`src/rtl/scan_sequencer.sv`:
```
// KITT-style bounce scanner: two-stage prescaler with four speeds, run/hold/clear
// control, and a registered one-hot LED drive that follows the scan position.
module scan_sequencer #(
  parameter int NUM_LEDS = 8,
  parameter int BASE_DIV = 250000,
  parameter int POS_W    = 4
) (
  input  logic                clk,
  input  logic                rst_n,
  input  logic                run,
  input  logic                speed_btn,
  input  logic                clr,
  output logic [NUM_LEDS-1:0] led_out,
  output logic [POS_W-1:0]    pos_out,
  output logic                dir_out,
  output logic [1:0]          speed_sel,
  output logic                step_tick,
  output logic                busy
);

  localparam logic [1:0] S_IDLE = 2'd0;
  localparam logic [1:0] S_UP   = 2'd1;
  localparam logic [1:0] S_DOWN = 2'd2;
  localparam logic [1:0] S_HOLD = 2'd3;

  localparam int              BASE_W   = (BASE_DIV > 1) ? $clog2(BASE_DIV) : 1;
  localparam logic [BASE_W-1:0] BASE_LAST = BASE_W'(BASE_DIV - 1);
  localparam logic [POS_W-1:0]  POS_LAST  = POS_W'(NUM_LEDS - 1);

  logic [1:0]        state;
  logic [BASE_W-1:0] base_cnt;
  logic [1:0]        step_cnt;
  logic              btn_prev;

  logic              running;
  logic              base_tick;
  logic              step;
  logic [POS_W-1:0]  step_pos;
  logic              step_dir;

  assign running   = (state == S_UP) || (state == S_DOWN);
  assign base_tick = running && (base_cnt == BASE_LAST);
  // >= so that a faster speed selected mid-count steps at the next base tick.
  assign step      = base_tick && (step_cnt >= (2'd3 - speed_sel));

  always_comb begin
    step_pos = pos_out;
    step_dir = dir_out;
    if (!dir_out) begin
      if (pos_out < POS_LAST) begin
        step_pos = pos_out + POS_W'(1);
      end else begin
        step_dir = 1'b1;
        step_pos = POS_LAST - POS_W'(1);
      end
    end else begin
      if (pos_out != '0) begin
        step_pos = pos_out - POS_W'(1);
      end else begin
        step_dir = 1'b0;
        step_pos = POS_W'(1);
      end
    end
  end

  always_ff @(posedge clk or negedge rst_n) begin
    if (!rst_n) begin
      state     <= S_IDLE;
      base_cnt  <= '0;
      step_cnt  <= '0;
      btn_prev  <= 1'b1;
      led_out   <= '0;
      pos_out   <= '0;
      dir_out   <= 1'b0;
      speed_sel <= 2'd0;
      step_tick <= 1'b0;
      busy      <= 1'b0;
    end else begin
      btn_prev  <= speed_btn;
      step_tick <= 1'b0;
      if (speed_btn && !btn_prev) begin
        speed_sel <= speed_sel + 2'd1;
      end

      if (clr) begin
        state    <= S_IDLE;
        base_cnt <= '0;
        step_cnt <= '0;
        led_out  <= '0;
        pos_out  <= '0;
        dir_out  <= 1'b0;
        busy     <= 1'b0;
      end else begin
        case (state)
          S_IDLE: begin
            if (run) begin
              state    <= S_UP;
              base_cnt <= '0;
              step_cnt <= '0;
              pos_out  <= '0;
              dir_out  <= 1'b0;
              led_out  <= NUM_LEDS'(1);
              busy     <= 1'b1;
            end
          end
          S_UP, S_DOWN: begin
            if (!run) begin
              // Dropping run wins over a coincident step; counters freeze.
              state <= S_HOLD;
              busy  <= 1'b0;
            end else begin
              base_cnt <= base_tick ? '0 : base_cnt + BASE_W'(1);
              if (base_tick) begin
                step_cnt <= step ? 2'd0 : step_cnt + 2'd1;
              end
              if (step) begin
                step_tick <= 1'b1;
                pos_out   <= step_pos;
                dir_out   <= step_dir;
                state     <= step_dir ? S_DOWN : S_UP;
                led_out   <= NUM_LEDS'(1) << step_pos;
              end
            end
          end
          default: begin
            if (run) begin
              state <= dir_out ? S_DOWN : S_UP;
              busy  <= 1'b1;
            end
          end
        endcase
      end
    end
  end

endmodule

```
`config.mk`:
```
export PLATFORM = sky130hd
export DESIGN_NAME = scan_sequencer
export DESIGN_NICKNAME = d
export VERILOG_FILES = /design/src/rtl/scan_sequencer.sv
export SDC_FILE = /design/constraint.sdc
export NUM_CORES = 1
export LEC_CHECK = 0
export ABC_AREA = 1
export ABC_CLOCK_PERIOD_IN_PS = 2400
export BUFFER_PORTS_ARGS = -buffer_cell sky130_fd_sc_hd__clkbuf_2
export CORE_MARGIN = 4
export CORE_UTILIZATION = 55
export DETAILED_ROUTE_END_ITERATION = 8
export PLACE_DENSITY = 0.72
export REMOVE_ABC_BUFFERS = 1
export SYNTH_ARGS = -nofsm -noshare
export SYNTH_HDL_FRONTEND = slang
export SYNTH_SLANG_ARGS = --single-unit
```
`constraint.sdc`:
```
create_clock -name clk -period 2.4 [get_ports clk]
set_clock_uncertainty 0.2 [all_clocks]
set_input_delay 0.48 -clock clk [delete_from_list [all_inputs] [get_ports clk]]
set_output_delay 0.48 -clock clk [all_outputs]
set_load 0.01 [all_outputs]
```
==> out/qor.yml <==
drt:
  route.detailed.drc: 0
  first_iter_violations: 124
  vias: 2047
  wirelength_mm: 4.76
  avgViaCountPerCell: 5.20
  drtPass1Iterations: 5
  drtAntennaViolNets: 0
  wl_per_cell_um: 12.1
global_routing:
  antenna_found_initial: 0
  grt_pass1_wl_mm: 8.23
  grt_pass1_vias: 1891
  grt_overflow: 0
  grtUsageTotal_pct: 19.7
  grt_max_degree: 22
clock_network:
  cts-buffers-inserted: 5
  htree_levels: 2
  clk_pin_slew_worst_paths_ns: 0.08
  clockRootBuffer: "clkbuf_8"
  insertion_delay_ns: 0.29
  clock_path_buffers: 2
  clock-sinks: 40
  cts.repair.resized: 0
  cts_tree: "yes"
synth:
  syn-cell-area_um2: 2350
  synth_ff_type: "dfrtp_1"
  synth-edff-count: 0
  synth_seq_area_share_pct: 42.6
  synth.distinct_cells: 29
  ys_ff_latch: 40
  async_flop_share_pct: 100
  avgSynthCellArea_um2: 7.48
  netlist_instances: 315
  ys_warn_count: 0
hold_path:
  worstHoldPathCells: 1
  hold_class: "in2reg"
  whs_endpoint: "btn_prev"
  hold_start: "speed_btn"
die:
  pin_count: 22
  die_y_um: 73.4
  row_count: 23
  dieArea_um2: 5390
  coreArea_um2: 4060
  start_util_pct: 58.0
  die_w_um: 73.4
finish:
  layout_commonest_cell: "nand2_1"
  finalNetCount: 356
  final_cell_mix: "nand2_1 (97), nor2_1 (43), dfrtp_1 (39)"
  num_antenna_cells: 0
  drive_gt1_share_pct: 14.2
  synthToLayoutAreaGrowth_pct: 11.0
  filler_cell_count: 386
critical_path:
  critPathMaxStageDelay_ns: 0.38
  timing.rr.end: "pos_out[2]"
  path_cells: "inv_1 > ha_1 > nor2_1 > o21ai_4 > buf_4 > nand2_4 > inv_2 > o21ai_0"
  cp-end-kind: "flop"
  cp_max_fo: 16
  required_ns: 2.38
  crit-reg2reg-launch: "state[0]"
  ff2ff_path_depth: 8
  critPathLaunchType: "flop"
  arrival_ns: 2.12
  path_class: "reg2reg"
  reg2reg_slack_ns: 0.26
  slowest_stage: "dfrtp_1"
power:
  p_leak_nw: 1.30
  power_mw: 2.12
  power.density_nw_per_um2: 812
  ir_drop_uv: 441
timing:
  rsz0062_at_grt: "no"
  hold_viol: 0
  layout_min_cycle_time_ns: 2.14
  maxSlewViolCount: 0
  tns_ns: 0
  slew_headroom_pct: 63.8
  setup_viol: 0
  timing.hold.ws_ns: 0.0835
  worst_slew_pin_slew_ns: 0.543
  finalCritPeriodShare_pct: 89.1
  max_clock_freq_ghz: 0.468
outcome:
  status: "complete, no violations"
placed_design:
  io_buffers: 21
  post-dp-hpwl_mm: 3.58
  gp_congestion: 0.885
run:
  maxCapViolCount: 0
[power breakdown]
| group | total (mW) | switching, mW | internal (mW) |
|---|---|---|---|
| registers | 0.847 | 0.0788 | 0.768 |
| logic | 0.836 | 0.549 | 0.287 |
| clock network | 0.438 | 0.236 | 0.202 |
| total | 2.12 | 0.864 | 1.26 |
[logic make-up after synthesis]
kind of cell | synth area share [%]
flops | 42.6
buf+inv | 8.24
simple gates | 35.2
compound gates | 7.55
xor+xnor | 2.23
fa+ha+maj | 4.25
[sequential cells by signal, summed over array words and instances, names as in the netlist]
register / cells
base_cnt: 18
led_out: 8
pos_out: 4
speed_sel: 2
state: 2
step_cnt: 2
btn_prev: 1
busy: 1
dir_out: 1
step_tick: 1
[per-layer routing]
metal  global-route usage [%]  wire [um]  vias up
met5                        0          0        -
li1                         -          -     1061
met4                     8.65         95        0
met3                     4.10        159       10
met2                     32.0       2320       36
met1                     25.4       2180      940
[cell type report]
type / count / area, um2 / share of cell area [%]
clock buffer: 5 / 68.8 / 2.63
tap: 50 / 62.6 / 2.39
sequential: 40 / 1000 / 38.3
inverter: 38 / 145 / 5.55
clock inverter: 3 / 18.8 / 0.718
timing repair buffer: 26 / 158 / 6.03
multi-input combinational: 232 / 1160 / 44.3
[worst max path at each step]
stage	from	end
after floorplan	state[0]	step_cnt[0]
after global placement	state[0]	pos_out[2]
after detailed placement	state[0]	pos_out[3]
after CTS	state[0]	pos_out[2]
after global routing	state[1]	led_out[7]
final	state[0]	pos_out[2]
[repair_timing]
| item | CTS | global route |
|---|---|---|
| hold endpoints to repair | 20 | 0 |
| hold buffers | 1 | 0 |
| buffers inserted | 0 | 0 |
[worst max-delay path: cells and delay by family (launching register included)]
| kind | cells | cell delay [ns] |
|---|---|---|
| buffers and inverters | 3 | 0.46 |
| DFF | 1 | 0.38 |
| AOI/OAI and AO/OA | 2 | 0.37 |
| adders and majority gates | 1 | 0.36 |
| and+or+nand+nor | 2 | 0.23 |
[per-stage QoR]
step | std cells | setup slack, ns | util [%] | instance area [um2]
6_report | 394 | 0.261 | 64.4 | 2610
5_1_grt | 394 | 0.0531 | 64.4 | 2610
4_1_cts | 394 | 0.256 | 64.4 | 2610
3_5_place_dp | 385 | 0.262 | 62.0 | 2520
3_3_place_gp | 385 | 0.319 | 62.0 | 2520
2_1_floorplan | 310 | 0.263 | - | 2310
[synthesized netlist by cell type (3+ instances only)]
cell type	instances	area (um2)
nor3_1	5	25.0
a21oi_1	7	35.0
dfrtp_1	39	976
nand4_1	13	81.3
ha_1	8	100
inv_2	3	11.3
nand3b_1	3	22.5
xor2_1	5	43.8
nand2_1	97	364
nand3_1	20	100
nor2_1	43	161
o21ai_0	14	70.1
buf_6	3	33.8
inv_1	34	128
Note: power is estimated with default switching activity, not from simulation.
